<file path="src/rtl/glitch_sweep_ctrl.sv">
// Wishbone master that sweeps glitch_wb delay (inner loop) and width (outer loop), one attempt per point.
// Optional GLITCH_SWEEP_TRIG_EN: each attempt is armed only after a synchronized rising edge on trig_i.

`ifndef GLITCH_STATUS
`define GLITCH_STATUS  4'h0
`endif
`ifndef GLITCH_DELAY_0
`define GLITCH_DELAY_0 4'h1
`endif
`ifndef GLITCH_DELAY_1
`define GLITCH_DELAY_1 4'h2
`endif
`ifndef GLITCH_WIDTH
`define GLITCH_WIDTH   4'h3
`endif
`ifndef GLITCH_MODE
`define GLITCH_MODE    4'h4
`endif

module glitch_sweep_ctrl #(
  parameter int unsigned ACK_TIMEOUT = 16,
  parameter int unsigned POLL_LIMIT  = 255,
  parameter int unsigned POLL_GAP    = 4
) (
  input  logic        clk_i,
  input  logic        rst_i,
  input  logic        start_i,
  input  logic        abort_i,
  input  logic [7:0]  mode_i,
  input  logic [15:0] dly_first_i,
  input  logic [15:0] dly_last_i,
  input  logic [7:0]  dly_step_i,
  input  logic [7:0]  wid_first_i,
  input  logic [7:0]  wid_last_i,
  input  logic [7:0]  wid_step_i,
  input  logic        trig_i,
  output logic [5:2]  adr_o,
  output logic [7:0]  dat_o,
  input  logic [7:0]  dat_i,
  output logic        stb_o,
  output logic        we_o,
  input  logic        ack_i,
  output logic        busy_o,
  output logic        done_o,
  output logic        err_o,
  output logic        attempt_o,
  output logic [15:0] cur_dly_o,
  output logic [7:0]  cur_wid_o
);

  localparam int unsigned TMO_W  = (ACK_TIMEOUT > 1) ? $clog2(ACK_TIMEOUT) : 1;
  localparam int unsigned POLL_W = (POLL_LIMIT > 1) ? $clog2(POLL_LIMIT) : 1;
  localparam int unsigned GAP_W  = (POLL_GAP > 1) ? $clog2(POLL_GAP) : 1;

  typedef enum logic [3:0] {
    S_IDLE, S_WR_MODE, S_WR_D0, S_WR_D1, S_WR_WID, S_WAIT_TRIG,
    S_WR_ARM, S_GAP, S_RD_STAT, S_CHK, S_NEXT
  } state_t;

  typedef enum logic [1:0] {PH_ISSUE, PH_STB, PH_WAIT} phase_t;

  state_t            r_state;
  phase_t            r_phase;
  logic [TMO_W-1:0]  r_tmo;
  logic [POLL_W-1:0] r_poll;
  logic [GAP_W-1:0]  r_gap;
  logic              r_rdy;
  logic [5:2]        r_adr;
  logic [7:0]        r_dat;
  logic              r_we;
  logic              r_stb;
  logic              r_busy;
  logic              r_done;
  logic              r_err;
  logic              r_attempt;
  logic [15:0]       r_cur_dly;
  logic [7:0]        r_cur_wid;

  logic [5:2]        w_adr;
  logic [7:0]        w_dat;
  logic              w_we;
  logic              w_bus_st;
  state_t            w_after;
  logic [15:0]       w_dly_step;
  logic [16:0]       w_dly_sum;
  logic              w_dly_end;
  logic [7:0]        w_wid_step;
  logic [8:0]        w_wid_sum;
  logic              w_wid_end;
  logic              w_trig_go;
  logic              w_unused;

  // Stepping: a zero step counts as one; passing last or carrying out ends the axis.
  assign w_dly_step = (dly_step_i == 8'd0) ? 16'd1 : {8'd0, dly_step_i};
  assign w_dly_sum  = {1'b0, r_cur_dly} + {1'b0, w_dly_step};
  assign w_dly_end  = w_dly_sum[16] | (w_dly_sum[15:0] > dly_last_i);
  assign w_wid_step = (wid_step_i == 8'd0) ? 8'd1 : wid_step_i;
  assign w_wid_sum  = {1'b0, r_cur_wid} + {1'b0, w_wid_step};
  assign w_wid_end  = w_wid_sum[8] | (w_wid_sum[7:0] > wid_last_i);

`ifdef GLITCH_SWEEP_TRIG_EN
  logic r_trig_s1;
  logic r_trig_s2;
  logic r_trig_d;

  // r_trig_d is held high outside WAIT_TRIG so only edges seen after entry count.
  always_ff @(posedge clk_i or posedge rst_i) begin
    if (rst_i) begin
      r_trig_s1 <= 1'b0;
      r_trig_s2 <= 1'b0;
      r_trig_d  <= 1'b1;
    end else begin
      r_trig_s1 <= trig_i;
      r_trig_s2 <= r_trig_s1;
      r_trig_d  <= (r_state == S_WAIT_TRIG) ? r_trig_s2 : 1'b1;
    end
  end

  assign w_trig_go = r_trig_s2 & ~r_trig_d;
  assign w_unused  = ^dat_i[7:1];
`else
  assign w_trig_go = 1'b1;
  assign w_unused  = ^{dat_i[7:1], trig_i};
`endif

  // Bus cycle payload and successor for each bus-issuing state.
  always_comb begin
    w_adr    = `GLITCH_STATUS;
    w_dat    = 8'h00;
    w_we     = 1'b1;
    w_bus_st = 1'b1;
    w_after  = S_IDLE;
    case (r_state)
      S_WR_MODE: begin w_adr = `GLITCH_MODE;    w_dat = mode_i;           w_after = S_WR_D0;     end
      S_WR_D0:   begin w_adr = `GLITCH_DELAY_0; w_dat = r_cur_dly[7:0];   w_after = S_WR_D1;     end
      S_WR_D1:   begin w_adr = `GLITCH_DELAY_1; w_dat = r_cur_dly[15:8];  w_after = S_WR_WID;    end
      S_WR_WID:  begin w_adr = `GLITCH_WIDTH;   w_dat = r_cur_wid;        w_after = S_WAIT_TRIG; end
      S_WR_ARM:  begin w_dat = 8'h01;                                     w_after = S_GAP;       end
      S_RD_STAT: begin w_we = 1'b0;                                       w_after = S_CHK;       end
      default:   w_bus_st = 1'b0;
    endcase
  end

  always_ff @(posedge clk_i or posedge rst_i) begin
    if (rst_i) begin
      r_state   <= S_IDLE;
      r_phase   <= PH_ISSUE;
      r_tmo     <= '0;
      r_poll    <= '0;
      r_gap     <= '0;
      r_rdy     <= 1'b0;
      r_adr     <= '0;
      r_dat     <= '0;
      r_we      <= 1'b0;
      r_stb     <= 1'b0;
      r_busy    <= 1'b0;
      r_done    <= 1'b0;
      r_err     <= 1'b0;
      r_attempt <= 1'b0;
      r_cur_dly <= '0;
      r_cur_wid <= '0;
    end else begin
      r_stb     <= 1'b0;
      r_done    <= 1'b0;
      r_attempt <= 1'b0;
      if (r_state == S_IDLE) begin
        if (start_i && !abort_i) begin
          r_err     <= 1'b0;
          r_cur_dly <= dly_first_i;
          r_cur_wid <= wid_first_i;
          r_busy    <= 1'b1;
          r_phase   <= PH_ISSUE;
          r_state   <= S_WR_MODE;
        end
      end else if (w_bus_st && r_phase != PH_ISSUE) begin
        // Outstanding bus cycle: abort is not sampled until it completes.
        if (r_phase == PH_STB) begin
          r_phase <= PH_WAIT;
          r_tmo   <= '0;
        end else if (ack_i) begin
          if (!r_we) r_rdy <= dat_i[0];
          if (r_state == S_WR_ARM) r_poll <= '0;
          r_gap   <= '0;
          r_phase <= PH_ISSUE;
          r_state <= w_after;
        end else if (r_tmo == TMO_W'(ACK_TIMEOUT - 1)) begin
          r_err   <= 1'b1;
          r_busy  <= 1'b0;
          r_phase <= PH_ISSUE;
          r_state <= S_IDLE;
        end else begin
          r_tmo <= r_tmo + TMO_W'(1);
        end
      end else if (abort_i) begin
        r_busy  <= 1'b0;
        r_phase <= PH_ISSUE;
        r_state <= S_IDLE;
      end else if (w_bus_st) begin
        r_stb   <= 1'b1;
        r_adr   <= w_adr;
        r_dat   <= w_dat;
        r_we    <= w_we;
        r_phase <= PH_STB;
      end else begin
        case (r_state)
          S_WAIT_TRIG: if (w_trig_go) r_state <= S_WR_ARM;
          S_GAP: begin
            if (r_gap == GAP_W'(POLL_GAP - 1)) begin
              r_gap   <= '0;
              r_state <= S_RD_STAT;
            end else begin
              r_gap <= r_gap + GAP_W'(1);
            end
          end
          S_CHK: begin
            if (r_rdy) begin
              r_attempt <= 1'b1;
              r_state   <= S_NEXT;
            end else if (r_poll == POLL_W'(POLL_LIMIT - 1)) begin
              r_err   <= 1'b1;
              r_busy  <= 1'b0;
              r_state <= S_IDLE;
            end else begin
              r_poll  <= r_poll + POLL_W'(1);
              r_state <= S_GAP;
            end
          end
          S_NEXT: begin
            if (!w_dly_end) begin
              r_cur_dly <= w_dly_sum[15:0];
              r_state   <= S_WR_D0;
            end else if (!w_wid_end) begin
              r_cur_dly <= dly_first_i;
              r_cur_wid <= w_wid_sum[7:0];
              r_state   <= S_WR_D0;
            end else begin
              r_done  <= 1'b1;
              r_busy  <= 1'b0;
              r_state <= S_IDLE;
            end
          end
          default: begin
            r_busy  <= 1'b0;
            r_state <= S_IDLE;
          end
        endcase
      end
    end
  end

  assign adr_o     = r_adr;
  assign dat_o     = r_dat;
  assign we_o      = r_we;
  assign stb_o     = r_stb;
  assign busy_o    = r_busy;
  assign done_o    = r_done;
  assign err_o     = r_err;
  assign attempt_o = r_attempt;
  assign cur_dly_o = r_cur_dly;
  assign cur_wid_o = r_cur_wid;

endmodule
</file>
<file path="config.mk">
export PLATFORM = sky130hd
export DESIGN_NAME = glitch_sweep_ctrl
export DESIGN_NICKNAME = d
export VERILOG_FILES = /design/src/rtl/glitch_sweep_ctrl.sv
export SDC_FILE = /design/constraint.sdc
export NUM_CORES = 1
export LEC_CHECK = 0
export ABC_AREA = 0
export CAP_MARGIN = 20
export CELL_PAD_IN_SITES_DETAIL_PLACEMENT = 0
export CELL_PAD_IN_SITES_GLOBAL_PLACEMENT = 1
export CORE_MARGIN = 8
export CORE_UTILIZATION = 38
export CTS_BUF_LIST = sky130_fd_sc_hd__clkbuf_2 sky130_fd_sc_hd__clkbuf_4 sky130_fd_sc_hd__clkbuf_8
export CTS_CLUSTER_DIAMETER = 40
export DETAILED_ROUTE_END_ITERATION = 10
export PLACE_DENSITY = 0.87
export SETUP_SLACK_MARGIN = 0.05
export SKIP_CTS_REPAIR_TIMING = 1
export SYNTH_ARGS = -nofsm -noshare
export SYNTH_HDL_FRONTEND = slang
export SYNTH_SLANG_ARGS = --single-unit
</file>
<file path="constraint.sdc">
create_clock -name clk_i -period 5.1 [get_ports clk_i]
set_clock_uncertainty 0.15 [all_clocks]
set_input_delay 1.02 -clock clk_i [delete_from_list [all_inputs] [get_ports clk_i]]
set_output_delay 1.02 -clock clk_i [all_outputs]
set_load 0.02 [all_outputs]
</file>
* After elaboration in Yosys (flattened, before gate mapping)
Cells that the tools add are included.
Cells by class: muxes and demuxes 105, add/sub/neg operators 5, $lt $le $gt $ge 2, eq/ne operators 44, reduce and logical (&&, ||, !) cells 27, bitwise gates (word level) 7
Operators by type and width (count):
- $mux W8 | 19
- $mux W16 | 8
- $mux W4 | 13
- $mux W1 | 42
- $pmux W8 S5 | 1
- $mux W2 | 17
- $ne A5 B5 Y1 const B | 5
- $pmux W4 S6 | 1
- $ne A2 B1 Y1 const B | 9
- $reduce_and A9 Y1 | 2
- $add A16 B8 Y17 | 1
- $eq A4 B3 Y1 const B | 4
- $eq A4 B4 Y1 const B | 4
- $gt A16 B16 Y1 | 1
- $logic_not A8 Y1 | 2
- $pmux W4 S4 | 1
- $pmux W3 S4 | 1
- $reduce_and A6 Y1 | 2
- $ne A2 B2 Y1 const B | 5
- $reduce_and A10 Y1 | 1
- $reduce_and A5 Y1 | 2
- $reduce_bool A2 Y1 | 5
- $add A8 B8 Y9 | 1
- $ne A3 B1 Y1 const B | 3
- 29 further kinds | 40
Word-level totals: register bits after elaboration 63, logic and storage cells 206, output and inout bits 42, bits of input ports 86

* Logic depth before layout (Yosys ltp)
Gate-level depths: netlist (run 1).
depth in word-level cells 12, gate-level depth with buffers 21, mapped depth without buffers 19

* Worst setup path before layout (run 1)
OpenSTA, ideal clock, no wires.
kind input to register, from in dly_step_i[1], to reg r_cur_dly[8], in the netlist cur_dly_o[8], required time 4.829 ns, buffers on the path 1, stages 20, path slack 0.125 ns, setup time 0.121 ns, arrival time 4.703 ns, cell sequence nor3_1 > a21o_1 > ha_1 > fa_1 > a21o_1 > nand4_1 > a21oi_1 > o21ai_1 > nor2_1 > xor2_1 > ha_1 > nand4_1 > nor2_1 > a221oi_1 > or3b_1 > a2bb2oi_2 > and2_1 > buf_4 > mux2_2 > o22a_1
Between the ends: longest elaborated chain between the ends 11, elaborated cells on any way between the ends 13, classes of those cells 1 x add/sub; 1 x order compare; 1 x eq/ne; 7 x mux; 1 x bitwise; 2 x reduce/logical
RTL lines:
- from (decl) | RTL line 32 | input logic [7:0] dly_step_i,
- $logic_not A8 Y1 | RTL line 94 | assign w_dly_step = (dly_step_i == 8'd0) ? 16'd1 : {8'd0, dly_step_i};
- $mux W8 (*) | RTL line 94
- $add A16 B8 Y17 (*) | RTL line 95 | assign w_dly_sum = {1'b0, r_cur_dly} + {1'b0, w_dly_step};
- $gt A16 B16 Y1 | RTL line 96 | assign w_dly_end = w_dly_sum[16] | (w_dly_sum[15:0] > dly_last_i);
- $or A1 B1 Y1 | RTL line 96
- $mux W16 | RTL line 229 | if (!w_dly_end) begin
- $mux W16 | RTL line 205 | case (r_state)
- $mux W16 | RTL line 198 | end else if (w_bus_st) begin
- $mux W16 | RTL line 194 | end else if (abort_i) begin
- $mux W16 | RTL line 175 | end else if (w_bus_st && r_phase != PH_ISSUE) begin
- $mux W16 | RTL line 166 | if (r_state == S_IDLE) begin
- to (signal assigned) | RTL line 169 | r_cur_dly <= dly_first_i;
- to (signal assigned) | RTL line 230 | r_cur_dly <= w_dly_sum[15:0];
- to (signal assigned) | RTL line 233 | r_cur_dly <= dly_first_i;
- to (decl) | RTL line 76 | logic [15:0] r_cur_dly;
Every way passes the cells marked *; elsewhere a longest branch is shown, timed or not. The select of a mux whose other input is x is not followed. A chain may end at the register's enable or synchronous reset.

* Worst setup path after layout (run 1)
from in dly_step_i[6], to reg r_cur_dly[8], in the netlist cur_dly_o[8]
Same word-level chain as after synthesis.

==> results of run 1 <==
-- cells by family (layout without fill, tap and decap cells) --
| group | Yosys count | in the layout | synth area share |
|---|---|---|---|
| AO/OA/AOI/OAI | 179 | 179 | 0.2517 |
| flip-flops | 62 | 62 | 0.3094 |
| XOR/XNOR | 21 | 21 | 0.03668 |
| adder cells (fa/ha/maj) | 47 | 47 | 0.1200 |
| AND/OR/NAND/NOR | 181 | 181 | 0.1816 |
| other | 1 | 1 | 0.0007478 |
| multiplexers | 20 | 20 | 0.04042 |
| buffers and inverters | 68 | 231 | 0.05938 |
-- metrics by stage --
stage | TNS [ns] | cells | hold slack [ns]
final | 0 | 918 | 0.3346
after global routing | -0.009054 | 918 | 0.3749
after CTS | -9.964 | 912 | 0.3439
after detailed placement | -19.39 | 897 | 0.3289
after global placement | -16.35 | 897 | 0.3142
after floorplan | 0 | 579 | 0.2949
-- layer usage --
metal  routed length [µm]  part of all wire  vias to the layer above  track usage
met5                    0                 0                        -            0
met4                  187             0.011                        0      0.04794
met3                 1101             0.067                       15      0.04789
met2                 8057              0.49                      172       0.3271
met1                 7141              0.43                     2442       0.2478
li1                     -                 -                     2428            -
-- tightest hold or removal path: stages (launching register included) --
cell and delay, ns:
dfrtp_1 0.35, nand2_1 0.05, o21ai_0 0.06
-- how the worst min path moves through the flow --
stage / start / slack, ns / endpoint
global route: r_gap[1] / 0.37 / r_gap[1]
floorplan: r_poll[7] / 0.29 / r_poll[7]
finish: r_gap[1] / 0.33 / r_gap[1]
global placement: r_poll[7] / 0.31 / r_poll[7]
detailed placement: r_gap[1] / 0.33 / r_gap[1]
CTS: r_gap[1] / 0.34 / r_gap[1]
-- cells in the final DEF, fill, tap and decap left out, types with 4 or more instances in the layout --
cell | synthesis | final
nor3_1 | 9 | 8
clkbuf_8 | 0 | 13
nand2_1 | 54 | 54
buf_4 | 5 | 58
a21o_1 | 11 | 11
a22oi_1 | 8 | 8
o21ai_0 | 36 | 35
and2_1 | 5 | 4
nand4_1 | 7 | 7
nand2b_1 | 7 | 6
o21a_1 | 6 | 5
xor2_1 | 6 | 4
o21ai_1 | 8 | 8
a31oi_1 | 4 | 4
ha_1 | 44 | 42
o41ai_1 | 5 | 5
mux2i_1 | 18 | 18
a21oi_1 | 30 | 29
o31ai_1 | 8 | 8
dfrtp_1 | 62 | 62
nor4_1 | 6 | 4
o22ai_1 | 8 | 8
inv_1 | 33 | 32
o22a_1 | 8 | 8
a221o_1 | 7 | 7
a22o_1 | 10 | 10
nor2_1 | 35 | 31
xnor2_1 | 15 | 13
nand3_1 | 17 | 17
clkdlybuf4s50_1 | 0 | 110
and3_1 | 5 | 5
nor2b_1 | 15 | 15
dlymetal6s2s_1 | 0 | 5
-- sequential cells by signal, indices dropped and copies added, names as in the netlist --
name / count
r_rdy: 1
r_poll: 8
attempt_o: 1
stb_o: 1
done_o: 1
cur_wid_o: 8
dat_o: 8
err_o: 1
r_state: 4
r_gap: 2
we_o: 1
cur_dly_o: 16
r_tmo: 4
adr_o: 3
r_phase: 2
busy_o: 1
-- final cells by class --
| type | count | area (µm²) |
|---|---|---|
| fillers | 1184 | 5958 |
| multi-input cells | 449 | 3326 |
| repair buffers | 182 | 1708 |
| flip-flops and latches | 62 | 1551 |
| well taps | 176 | 220.2 |
| clock buffers | 15 | 193.9 |
| inverters | 34 | 127.6 |
-- power groups by stage --
stage / Combinational, µW / Sequential (µW) / Clock (µW)
finish: 2920 / 920 / 429
detailed placement: 2750 / 911 / 0
CTS: 2760 / 909 / 435
floorplan: 1600 / 982 / 0
global route: 3190 / 950 / 454
global placement: 2670 / 911 / 0
==> summary.md, run 1 <==
The tools report the termination of the worst setup path as cur_dly_o[8]. The worst setup path is of the input pin to flip-flop kind. Critical path endpoint category: a flip-flop. Summed over all nets, the switching power comes to 1965 µW.

Using the TritonRoute via totals, the vias-per-cell ratio works out to 5.509. The sequential element share of the synthesized area is 0.3094, and the relative area change from synthesis to final layout is 42.12%. The worst setup path is launched from an input pin. The number of gates on the worst path with buffers counted is 22.

The clock transition time at the flip-flop clock pins of the worst setup and hold paths was 0.07 ns; the number of hold violations in the final report was 0. The part of the cycle the worst path needs is 0.9740. By area the synthesized netlist is led by dfrtp_1, ha_1, nand2_1.

The logs give 308.8 µV for the largest vdd supply drop and 5.06 ns for the worst path arrival time. Across the run, the number of max-cap violations was 0. Clock network fraction of design power: 0.101.

The average instance in the mapped netlist occupies 8.661 µm². The top-area cell type share of the netlist area is 0.3094. The count of input and output buffers came out at 118.

The worst-case reg-to-reg path depth is 19, and the overflow left after global routing is 0. The tree is rooted in a clkbuf_8. The share of final-layout standard cells stronger than drive strength 1 is 0.1739, and the cell row count is 42. TritonCTS built the clock tree. The distinct cell type count after synthesis came out at 75.

The count of H-tree levels built during CTS was 3. The run gives 0 as the final routed DRC violation total. The fraction of registers with async set/reset works out to 1.000. The library cell with the highest instance count after synthesis is dfrtp_1. The area of the die was 17,130 µm²; the internal portion of total power was 2301 µW.

The first global-routing pass estimated 26,360 µm of wire. Post-detailed-route count of antenna-violating nets: 0. The logic gate share of total power was 0.684. The transition time at the pin with the least slew margin works out to 0.7111 ns.

For this run, the post-layout net count is 870. Setup repair after global routing could not meet its margin everywhere. Total via count after detailed routing: 5,057. Counting instances in the post-synthesis netlist gives the leading cell types as dfrtp_1, nand2_1, ha_1. Counting instances, the worst hold path has a depth of 2. Synthesis produced 579 cells. The buffers plus inverters on the worst setup path works out to 4. The overall global routing resource usage was 0.1956; the largest net degree at the start of global routing was 37. The finished cells cover 7127 µm².

The starting density of the core is 0.3832. The tools report the start point of the critical path as dly_step_i[6]. The number of endpoints failing setup at the final stage came out at 0. The run gives 128 as the number of primary I/O pins.

In the synthesized netlist the dominant register cell turns out to be dfrtp_1. The register bit total from synthesis came out at 62. The initial antenna violation count came out at 0.

The post-route worst setup slack was 0.1325 ns; the max-slew headroom at the worst pin was 0.5242. The post-synth net total is 711. Post-route minimum period: 4.967 ns. The tools report the overall power after layout as 4266 µW. The worst register-to-register path ends at cur_dly_o[8]. At the worst endpoint, the required time is 5.19 ns.

The repair_antennas step left the layout with diodes totalling 0. The flow ran to the end, and the final reports show no timing, DRC or antenna violations. The number of clock buffers added by TritonCTS is 9. Clock latency on the worst-skew pair, taken at its later pin, is 0.35 ns.

The utilization after layout was 0.5447; the core region area was 13,090 µm². The placed wire-length estimate was 12,890 µm; the area of the mapped netlist was 5015 µm². The number of clock sinks came out at 62. The switching share of total power is 0.4606. The biggest area contributor in the post-synthesis netlist is dfrtp_1. The final layout contains routed wiring with a total length of 16,490 µm. Yosys printed 0 warnings. Along the worst path, the maximum fanout reaches 17. The die is 130.9 µm tall. OpenSTA, run right after detailed placement, puts the worst setup slack at -0.7981 ns. Routability-driven placement congestion ratio: 0.9014. Broken down by cell family, the worst path's largest delay share belongs to compound AO/OA/AOI/OAI gates.

Worst min-delay path category: flip-flop to flip-flop. The first TritonRoute pass finished after 6 iterations. Worst setup slack for register-to-register paths: 0.71 ns. The first routing iteration left 357 violations. The static leakage power is 0.003215 µW, and the delay contributed by the slowest stage of the critical path is 0.42 ns. The die is 130.9 µm wide. Dividing total power by cell area gives a power density of 598.6 nW/µm². Timing would allow up to 201.3 MHz. Traced cell by cell, the critical path runs through clkbuf_2 -> nor4_2 -> a21o_1 -> ha_4 -> fa_2 -> a21o_1 -> nand4_1 -> a21oi_2 -> o21ai_4 -> nor2_4 -> xor2_4 -> ha_4 -> nand4_1 -> nor2_1 -> a221oi_1 -> or3b_4 -> a2bb2oi_4 -> buf_6 -> o31ai_4 -> buf_12 -> buf_4 -> o22a_1. Once placement finished, the instance area stood at 6719 µm². The number of buffers between clock root and the deepest sink was 2. The tools report the sequential share of power as 0.216. The run gives 5,165 as the via count of the first global-routing pass.

Number of max-slew violations in the final report: 0. On the critical path, the stage with the largest delay is an instance of or3b_4. After detailed routing, the average wire length per cell comes to 17.96 µm. In this run the critical register-to-register path is launched from cur_dly_o[0].

Number of flops mapped to enable cells by yosys: 0.
Power figures use the tool's default switching activity.
==> inputs of run 2 (changes only) <==
==> constraint.sdc (replaced) <==
create_clock -name clk_i -period 5.1 [get_ports clk_i]
set_clock_uncertainty 0.15 [all_clocks]
set_input_delay 1.02 -clock clk_i [delete_from_list [all_inputs] [get_ports clk_i]]
set_output_delay 1.02 -clock clk_i [all_outputs]
set_load 0.01 [all_outputs]
==> results of run 2 <==
Same layout as run 1 (identical final DEF). Status: complete, no violations.
Main changes from that run: total power 4266 µW -> 4164 µW; worst IR drop on VDD 308.8 µV -> 274.8 µV
